### config.mk
export PLATFORM = sky130hd
export DESIGN_NAME = time_counter
export DESIGN_NICKNAME = d
export VERILOG_FILES = /design/src/rtl/time_counter.sv
export SDC_FILE = /design/constraint.sdc
export NUM_CORES = 1
export LEC_CHECK = 0
export BUFFER_PORTS_ARGS = -buffer_cell sky130_fd_sc_hd__buf_2
export CORE_AREA = 2 2 91 93
export DETAILED_ROUTE_END_ITERATION = 8
export DIE_AREA = 0 0 93 95
export GPL_TIMING_DRIVEN = 0
export PLACE_DENSITY_LB_ADDON = 0.15
export SLEW_MARGIN = 20
export SYNTH_ARGS = -nofsm -noshare
export SYNTH_HDL_FRONTEND = slang
export SYNTH_SLANG_ARGS = --single-unit
### constraint.sdc
create_clock -name clk -period 5.9 [get_ports clk]
set_input_delay 0.295 -clock clk [delete_from_list [all_inputs] [get_ports clk]]
set_output_delay 0.295 -clock clk [all_outputs]
set_load 0.005 [all_outputs]
### src/rtl/time_counter.sv
// 24-hour BCD time-of-day counter with 1 Hz second pulse and display blink phase.
// Optional hour chime output enabled by defining TIME_CNT_CHIME_EN.
module time_counter #(
   parameter int CLK_HZ   = 50_000_000,
   parameter int BLINK_HZ = 2
) (
   input  logic       clk,
   input  logic       rst,
   input  logic       set_en,
   input  logic       set_load,
   input  logic [7:0] set_hh,
   input  logic [7:0] set_mm,
   input  logic [7:0] set_ss,
   output logic [7:0] cur_hh,
   output logic [7:0] cur_mm,
   output logic [7:0] cur_ss,
   output logic       sec_p,
   output logic       blink_on
`ifdef TIME_CNT_CHIME_EN
   ,
   output logic       chime_p
`endif
);

   localparam int PW       = $clog2(CLK_HZ);
   localparam int HALF_RAW = CLK_HZ / (2 * BLINK_HZ);
   localparam int HALF     = (HALF_RAW < 1) ? 1 : HALF_RAW;
   localparam int BW       = (HALF > 1) ? $clog2(HALF) : 1;

   localparam logic [PW-1:0] PRESC_MAX = PW'(CLK_HZ - 1);
   localparam logic [BW-1:0] BLINK_MAX = BW'(HALF - 1);

   function automatic logic [7:0] bcd_inc(input logic [7:0] v);
      logic [7:0] r;
      if (v[3:0] == 4'd9) begin
         r = {v[7:4] + 4'd1, 4'd0};
      end else begin
         r = {v[7:4], v[3:0] + 4'd1};
      end
      return r;
   endfunction

   // Out-of-range or non-decimal fields collapse to 00 rather than loading garbage.
   function automatic logic [7:0] bcd_clean(input logic [7:0] v, input logic [7:0] max_v);
      logic [7:0] r;
      if ((v[7:4] > 4'd9) || (v[3:0] > 4'd9)) begin
         r = 8'h00;
      end else if (v > max_v) begin
         r = 8'h00;
      end else begin
         r = v;
      end
      return r;
   endfunction

   logic [PW-1:0] presc_q, presc_d;
   logic [BW-1:0] blink_cnt_q, blink_cnt_d;
   logic [7:0]    hh_q, hh_d, mm_q, mm_d, ss_q, ss_d;
   logic          sec_p_q, sec_p_d;
   logic          blink_q, blink_d;
   logic          at_top;
   logic          tick;

   assign at_top = (presc_q == PRESC_MAX);
   assign tick   = at_top && !set_en && !set_load;

   // Prescaler and time registers: load beats freeze beats tick.
   always_comb begin
      presc_d = presc_q;
      hh_d    = hh_q;
      mm_d    = mm_q;
      ss_d    = ss_q;
      sec_p_d = 1'b0;
      if (set_load) begin
         presc_d = '0;
         hh_d    = bcd_clean(set_hh, 8'h23);
         mm_d    = bcd_clean(set_mm, 8'h59);
         ss_d    = bcd_clean(set_ss, 8'h59);
      end else if (set_en) begin
         presc_d = '0;
      end else if (at_top) begin
         presc_d = '0;
         sec_p_d = 1'b1;
         if (ss_q == 8'h59) begin
            ss_d = 8'h00;
            if (mm_q == 8'h59) begin
               mm_d = 8'h00;
               if (hh_q == 8'h23) begin
                  hh_d = 8'h00;
               end else begin
                  hh_d = bcd_inc(hh_q);
               end
            end else begin
               mm_d = bcd_inc(mm_q);
            end
         end else begin
            ss_d = bcd_inc(ss_q);
         end
      end else begin
         presc_d = presc_q + PW'(1);
      end
   end

   // Free-running blink half-period counter.
   always_comb begin
      if (blink_cnt_q == BLINK_MAX) begin
         blink_cnt_d = '0;
         blink_d     = ~blink_q;
      end else begin
         blink_cnt_d = blink_cnt_q + BW'(1);
         blink_d     = blink_q;
      end
   end

   // State and output registers.
   always_ff @(posedge clk or posedge rst) begin
      if (rst) begin
         presc_q     <= '0;
         blink_cnt_q <= '0;
         hh_q        <= 8'h00;
         mm_q        <= 8'h00;
         ss_q        <= 8'h00;
         sec_p_q     <= 1'b0;
         blink_q     <= 1'b0;
      end else begin
         presc_q     <= presc_d;
         blink_cnt_q <= blink_cnt_d;
         hh_q        <= hh_d;
         mm_q        <= mm_d;
         ss_q        <= ss_d;
         sec_p_q     <= sec_p_d;
         blink_q     <= blink_d;
      end
   end

   assign cur_hh   = hh_q;
   assign cur_mm   = mm_q;
   assign cur_ss   = ss_q;
   assign sec_p    = sec_p_q;
   assign blink_on = blink_q;

`ifdef TIME_CNT_CHIME_EN
   logic chime_q, chime_d;

   // Chime only on a counted rollover into xx:00:00, never on a load.
   always_comb begin
      if (tick && (ss_q == 8'h59) && (mm_q == 8'h59)) begin
         chime_d = 1'b1;
      end else begin
         chime_d = 1'b0;
      end
   end

   // Chime output register.
   always_ff @(posedge clk or posedge rst) begin
      if (rst) begin
         chime_q <= 1'b0;
      end else begin
         chime_q <= chime_d;
      end
   end

   assign chime_p = chime_q;
`endif

endmodule

# --- Word level (Yosys, flattened, before mapping) ---
# Cells that the tools add are included.
word_totals:
  input_bits: 28
  output_inout_bits: 26
  regBits: 76
  wordCells: 83
classes:
  magnitude_cmp: 9
  eq_ne: 9
  reduce_logical: 15
  bitwise: 1
  addsub: 8
  n_mux: 31
op_table:
  columns: ["op", "count"]
  rows:
  - ["8-bit 2-to-1 mux", 24]
  - ["26-bit 2-to-1 mux", 3]
  - ["26-bit by 1-bit adder with 26-bit output (second input constant)", 1]
  - ["26-bit == test (second input constant)", 1]
  - ["24-bit by 1-bit adder with 24-bit output (second input constant)", 1]
  - ["4-bit by 1-bit adder with 4-bit output (second input constant)", 6]
  - ["24-bit == test (second input constant)", 1]
  - ["4-bit greater-than comparator (second input constant)", 6]
  - ["24-bit 2-to-1 mux", 1]
  - ["8-bit by 7-bit == test with 1-bit output (second input constant)", 2]
  - ["8-bit by 7-bit greater-than comparator with 1-bit output (second input constant)", 2]
  - ["4-bit == test (second input constant)", 3]
  - ["3-bit nonzero test", 3]
  - ["8-bit by 6-bit == test with 1-bit output (second input constant)", 1]
  - ["8-bit by 6-bit greater-than comparator with 1-bit output (second input constant)", 1]
  - ["4-bit AND reduction", 2]
  - ["3-bit AND reduction", 2]
  - ["2-bit nonzero test", 3]
  - ["5-bit AND reduction", 1]
  - ["1-bit logical OR", 3]
  - ["1-bit 2-to-1 mux", 3]
  - ["2-bit by 1-bit inequality test with 1-bit output (second input constant)", 1]
  - ["2-bit AND reduction", 1]
  - ["1-bit inverter", 1]

# --- Depth between registers and ports, before layout ---
# Gate-level depths: netlist of run 1.
logic_depth:
  word_depth: 8
  mapped_depth: 8
  depth_no_buf: 7

# --- Worst setup path before layout of run 1 ---
# Ideal clock, no wire load.
synth_timing:
  path_type: "reg2reg"
  startpoint: "register presc_q[11]"
  endpoint: "register hh_q[0] (netlist: cur_hh[0])"
  path_stages_with_launch: 6
  t_required_ns: 5.775
  path_buffers: 0
  period_less_slack_ns: 2.319
  arrival_ns: 2.194
  setup_slack_ns: 3.581
  setup_time_ns: 0.125
  path_cell_list: "dfrtp_1 > or4_4 > nor4b_4 > a41oi_4 > or3_4 > mux2_4"
synth_via:
  elab_chain_len: 3
synth_lines:
  columns: ["element", "line_no", "text"]
  rows:
  - ["start: declaration", "56", "logic [PW-1:0] presc_q, presc_d;"]
  - ["start signal: assignment", "126", "presc_q <= presc_d;"]
  - ["26-bit == test", "64", "assign at_top = (presc_q == PRESC_MAX);"]
  - ["2-bit nonzero test (no source line)", null, null]
  - ["4-bit AND reduction (no source line)", null, null]
  - ["end signal: assignment", "128", "hh_q <= hh_d;"]
  - ["end: declaration", "58", "logic [7:0] hh_q, hh_d, mm_q, mm_d, ss_q, ss_d;"]
# No other way between the ends.
# A chain may end at the register's enable or synchronous reset.

# --- Final worst setup path of run 1 ---
layout_timing:
  startpoint: "register presc_q[11]"
  endpoint: "register hh_q[6] (netlist: cur_hh[6])"
layout_via:
  elab_chain_len: 3
layout_lines:
  columns: ["element", "line_no"]
  rows:
  - ["26-bit == test", "64"]
  - ["2-bit nonzero test (no source line)", null]
  - ["5-bit AND reduction (no source line)", null]
# No other way between the ends.

==> impl_metrics.yaml, run 1 <==
synthesis:
  synth_top_area_share_pct: 45.5
  synth-edff-count: 0
  synthXorXnorAreaFrac_pct: 9.01
  synth.most_common_cell: "dfrtp_1"
  async_flop_share_pct: 100
  synth.top_cells.by_count: "76 x dfrtp_1, 55 x nor2_1, 24 x nand2_1, 24 x xor2_1, 23 x nand3_1"
  ys_warn_count: 0
  ys_ff_latch: 76
  synth_flop_cell: "dfrtp_1"
  synth.area.mux_share_pct: 2.37
  seq_area_frac_synth_pct: 45.5
  postSynthAreaPerCell_sq_um: 9.67
  synthAdderAreaFrac_pct: 4.19
  synth_simple_gate_area_share_pct: 25.1
  synth_area_leaders: "dfrtp_1 46%, xor2_1 5.0%, nor2_1 4.9%"
  syn_area_sq_um: 4180
  synth_compound_area_share_pct: 11.0
  syn_nets: 474
  netlist_instances: 432
  synth.distinct_cells: 53
  synth_top_cell_by_area: "dfrtp_1"
  synth_top_family_by_area: "simple AND/OR/NAND/NOR gates"
timing:
  whs_ns: 0.159
  finalCriticalPeriod_ns: 2.52
  worst_slew_pin_slew_ns: 0.956
  timing.final.ws_setup_ns: 3.38
  hold_violations: 0
  min_period_over_period_pct: 42.7
  rsz0062_at_grt: "no"
  drv_slew: 0
  slew_headroom_pct: 35.8
  fmax_mhz: 397
  setup_viol: 0
  fin_tns_setup_ns: 0
  finClkSkew_ns: 0.00870
routing:
  wire_per_inst_um: 15.1
  vias: 3403
  drc_errors: 0
  vias_per_cell: 5.62
  dr.first_iter.drc_count: 165
  ant_nets: 0
  firstDrtPassIters: 4
  routed_wl_um: 9180
global_route:
  grt_start_max_net_pins: 59
  grt_pass1_vias: 3386
  grt_usage_pct: 22.8
  grt_pass1_wl_um: 16000
  gr-total-overflow: 0
  antenna_found_initial: 0
critical_path:
  worstReg2RegStart: "presc_q[11]$_DFF_PP0_"
  slowest_delay_ns: 0.55
  r2r_end: "cur_hh[6]$_DFFE_PP0P_"
  crit_path_cell_trace: "or4_4 -> nor4b_4 -> a41oi_4 -> buf_6 -> o41a_1 -> a21o_1"
  cp_max_fo: 10
  crit_slowest_cell: "or4_4"
  end_kind: "flip-flop"
  worst-setup-path-type: "reg -> reg"
  reg2reg_setup_slack_ns: 3.38
  reg2regPathDepth: 6
  start_kind: "flip-flop"
  worst-endpoint-arrival_ns: 2.77
  required_ns: 6.15
die:
  die-area_sq_um: 8840
  coreArea_sq_um: 7930
  die-height_um: 95
  start_util_pct: 52.7
  io_pins: 54
  rows: 33
  die_x_um: 93
power:
  power_leakage_nw: 2.15
  p_sw_share_pct: 26.9
  internal-power_w: 0.000819
  pwr-share-seq_pct: 51.1
  power_density_nw_per_um2: 232
  comb_power_share_pct: 12.3
  switching_power_w: 0.000302
  peakVddDrop_uv: 141
  p_clk_share_pct: 36.6
clock_tree:
  clockBufferDepth: 2
  cts_hold_buf: 1
  post_cts_buffers: 0
  clock-sinks: 76
  cts.clk_slew.worst_paths_ns: 0.08
  clock_latency_ns: 0.36
  cts_root_buf: "clkbuf_8"
  cts_buffers: 9
  htreeDepth: 3
  cts_tree: "built"
  cts_resized: 0
min_path:
  worstHoldStart: "set_en"
  hp-class: "in -> reg"
  min_to: "presc_q[6]$_DFF_PP0_"
  holdPathStages: 2
final_layout:
  area_delta_synth_final_pct: 15.4
  final_util_pct: 60.8
  fin_nets: 539
  diodes: 0
  layout-drive-gt1-share_pct: 17.4
placement:
  dp_hpwl_um: 6570
  gp_congestion: 0.838
  port_buffers: 52
  pre_cts_ws_ns: 3.39
status:
  outcome: "complete, no violations"
job:
  maxCapViolCount: 0
routing by layer:
| layer | share of wire (%) | vias up | GRT usage, % |
|---|---|---|---|
| li1 | - | 1661 | - |
| met1 | 47 | 1659 | 31.2 |
| met2 | 47 | 75 | 36.3 |
| met3 | 4.8 | 8 | 5.99 |
| met4 | 0.85 | 0 | 6.13 |
| met5 | 0 | - | 0 |
registers in the layout, indices dropped and copies added, names as in the netlist:
name	flops
cur_hh	8
blink_cnt_q	24
sec_p	1
cur_mm	8
presc_q	26
blink_on	1
cur_ss	8
final cells by class:
class / count / area, sq um
Timing Repair Buffer: 54 / 298
Tap cell: 105 / 131
Fill cell: 713 / 3110
Sequential cell: 76 / 1900
Multi-Input combinational cell: 327 / 2170
Inverter: 15 / 58.8
Clock inverter: 4 / 48.8
Buffer: 14 / 61.3
Clock buffer: 11 / 151
cells by family after synthesis:
logic type               after synthesis
AND/OR/NAND/NOR                      193
adder cells (fa/ha/maj)               14
buffers and inverters                 29
AO/OA/AOI/OAI                         68
XOR/XNOR                              43
flip-flops                            76
multiplexers                           9
critical path, delay by kind of cell (launching register included):
| kind | cells | cell delay, ns |
|---|---|---|
| and+or+nand+nor | 2 | 0.90 |
| DFF | 1 | 0.44 |
| buffers and inverters | 1 | 0.23 |
| AOI/OAI and AO/OA | 3 | 0.84 |
layout by cell type (no fill, tap or decap), drive strengths merged, types with 6 or more instances in the layout:
master and count:
dfrtp 76, buf 57, nor2 55, nand2 24, xor2 24, nand3 23, clkbuf 21, o21ai 20
xnor2 19, a21oi 18, nor3 16, inv 15, nand4 14, ha 14, nor4 8, or3 8
and3 7, nor2b 6
stage by stage:
stage / cells / cell area [sq um] / power, W
6_report: 606 / 4820 / 0.00112
5_1_grt: 606 / 4820 / 0.00117
4_1_cts: 606 / 4820 / 0.00113
3_5_place_dp: 590 / 4610 / 0.000719
3_3_place_gp: 589 / 4570 / 0.000710
2_1_floorplan: 432 / 4180 / 0.000655
power groups by stage:
stage | Clock, W | Combinational (W) | Sequential, W
6_report | 0.000410 | 0.000138 | 0.000573
5_1_grt | 0.000438 | 0.000157 | 0.000577
4_1_cts | 0.000418 | 0.000139 | 0.000572
3_5_place_dp | 0 | 0.000139 | 0.000581
3_3_place_gp | 0 | 0.000130 | 0.000580
2_1_floorplan | 0 | 0.0000780 | 0.000577
worst max-delay path by stage:
stage                                startpoint                     to  slack, ns
after detailed placement  presc_q[11]$_DFF_PP0_  cur_hh[6]$_DFFE_PP0P_       3.39
final                     presc_q[11]$_DFF_PP0_  cur_hh[6]$_DFFE_PP0P_       3.38
after global placement                      rst  cur_hh[3]$_DFFE_PP0P_       2.72
after floorplan           presc_q[11]$_DFF_PP0_  cur_hh[0]$_DFFE_PP0P_       3.58
after global routing      presc_q[11]$_DFF_PP0_  cur_mm[7]$_DFFE_PP0P_       3.24
after CTS                 presc_q[11]$_DFF_PP0_  cur_hh[6]$_DFFE_PP0P_       3.37
Note: power is estimated with default switching activity, not from simulation.
==> run 2, diff against run 1 <==
CORE_AREA = 2 2 93 95   (was 2 2 91 93)
DIE_AREA = 0 0 95 97   (was 0 0 93 95)
clock period = 2.08 ns   (was 5.9 ns; I/O delays follow)
==> run 2 against run 1 <==
Effect of this change: utilization rose by 3.5 points; sequential power increased to 2.8 times the previous value; via count up 4.1%; critical path type unchanged; the run now ends with setup timing left; largest cell class unchanged; total power rose to 2.9 times the previous value; first-iteration DRC count down 25%; hold slack worse by 0.10 ns.
==> impl_metrics.yaml, run 2 (synthesis results as in run 1) <==
status:
  outcome: "complete, but fails checks"
  violations: "setup timing"
timing:
  fmax_mhz: 425
  finClkSkew_ns: 0.00851
  setup_viol: 24
  rsz0062_at_grt: "yes"
  worst_slew_pin_slew_ns: 1.02
  hold_violations: 0
  drv_slew: 0
  slew_headroom_pct: 32.2
  finalCriticalPeriod_ns: 2.35
  timing.final.ws_setup_ns: -0.274
  min_period_over_period_pct: 113
die:
  start_util_pct: 51.4
  coreArea_sq_um: 8130
  die-height_um: 97
  rows: 33
  die_x_um: 95
  die-area_sq_um: 9220
  io_pins: 54
global_route:
  grt_pass1_wl_um: 16100
  grt_start_max_net_pins: 44
  gr-total-overflow: 0
  antenna_found_initial: 0
  grt_pass1_vias: 3520
  grt_usage_pct: 21.7
routing:
  routed_wl_um: 9540
  vias: 3543
  ant_nets: 0
  dr.first_iter.drc_count: 123
  vias_per_cell: 5.68
  wire_per_inst_um: 15.3
  firstDrtPassIters: 4
  drc_errors: 0
clock_tree:
  cts_tree: "built"
  cts_root_buf: "clkbuf_8"
  cts_buffers: 9
  clock-sinks: 76
  clockBufferDepth: 2
  clock_latency_ns: 0.34
  cts.clk_slew.worst_paths_ns: 0.07
  htreeDepth: 3
placement:
  port_buffers: 52
  dp_cells: 590
  dp_hpwl_um: 6520
  gp_congestion: 0.854
final_layout:
  final_util_pct: 64.4
  reg_top3: "presc_q x26, blink_cnt_q x24"
  final.fill_count: 663
  largest_reg_flops: 26
  layout-drive-gt1-share_pct: 25.4
  fin_cells: 624
  fin_nets: 556
  area_delta_synth_final_pct: 25.3
  diodes: 0
  layout_commonest_cell: "dfrtp_1"
  top_register: "presc_q"
  mostFrequentLayoutCells: "75 x dfrtp_1, 55 x nor2_1, 53 x buf_2, 24 x xor2_1"
min_path:
  hp-class: "in -> reg"
job:
  maxCapViolCount: 0
critical_path:
  required_ns: 2.30
  cp_max_fo: 5
  end_kind: "flip-flop"
  worst-setup-path-type: "reg -> reg"
  start_kind: "flip-flop"
  worst-endpoint-arrival_ns: 2.58
power:
  power_leakage_nw: 2.33
  power_density_nw_per_um2: 625
  power_w: 0.00327
  peakVddDrop_uv: 391
## run 2: timing repair
| action | CTS | global route |
|---|---|---|
| hold endpoints to repair | 35 | 0 |
| gates resized for setup | 43 | 20 |
| buffers inserted | 13 | 2 |
| pin swaps | 16 | 6 |
| hold buffers | 2 | 0 |
| endpoints found under the setup margin | 54 | 59 |
| cloned | 2 | 0 |
## run 2: through the flow
stage               setup WS [ns]  area [sq um]  TNS (ns)  hold slack (ns)
floorplan                  -0.172          4200    -0.661            0.175
global placement           -0.930          4590    -84.26            0.319
detailed placement         -0.382          4630    -12.59            0.160
CTS                        -0.334          5130     -4.46           0.0435
global route               -0.333          5240     -6.33           0.0487
finish                     -0.274          5240     -3.44           0.0575
## run 2: power breakdown
part | switching [W] | total (W) | internal [W] | leakage [nW]
Clock | 0.000523 | 0.00115 | 0.000624 | 0.0979
Combinational | 0.000261 | 0.000494 | 0.000233 | 1.20
Sequential | 0.0000940 | 0.00163 | 0.00154 | 1.03
Total | 0.000878 | 0.00327 | 0.00239 | 2.33
## run 2: final timing paths
path,from,end,slack [ns],cells past startpoint
max in group asynchronous,rst,presc_q[11]$_DFF_PP0_,1.18,4
hold / removal,set_ss[0],cur_ss[0]$_DFFE_PP0P_,0.06,3
setup / recovery,presc_q[8]$_DFF_PP0_,cur_hh[7]$_DFFE_PP0P_,-0.27,6
setup reg to reg,presc_q[8]$_DFF_PP0_,cur_hh[7]$_DFFE_PP0P_,-0.27,6
min in group asynchronous,rst,presc_q[23]$_DFF_PP0_,0.33,3
hold reg to reg,blink_on$_DFFE_PP0N_,blink_on$_DFFE_PP0N_,0.48,1
## run 2: routing by layer
| metal | share of wire (%) | global-route usage [%] | up-vias |
|---|---|---|---|
| met2 | 49 | 34.7 | 90 |
| li1 | - | - | 1712 |
| met3 | 4.4 | 5.53 | 18 |
| met5 | 0 | 0 | - |
| met1 | 46 | 29.2 | 1723 |
| met4 | 1.5 | 5.80 | 0 |
## run 2: cell type report
type	count	area, sq um	area share [%]
clock inverters	1	30.0	0.574
repair buffers	72	473	9.03
flip-flops and latches	76	1900	36.4
plain buffers	13	96.3	1.84
multi-input cells	327	2380	45.4
inverters	15	58.8	1.12
well taps	105	131	2.51
clock buffers	15	166	3.18
## run 2: worst max-delay path, cell delays in order, from the launching register on
cell	delay, ns
dfrtp_1	0.43
or4_4	0.51
nor4b_4	0.33
a41oi_4	0.22
buf_4	0.20
o41a_1	0.40
a21o_1	0.16
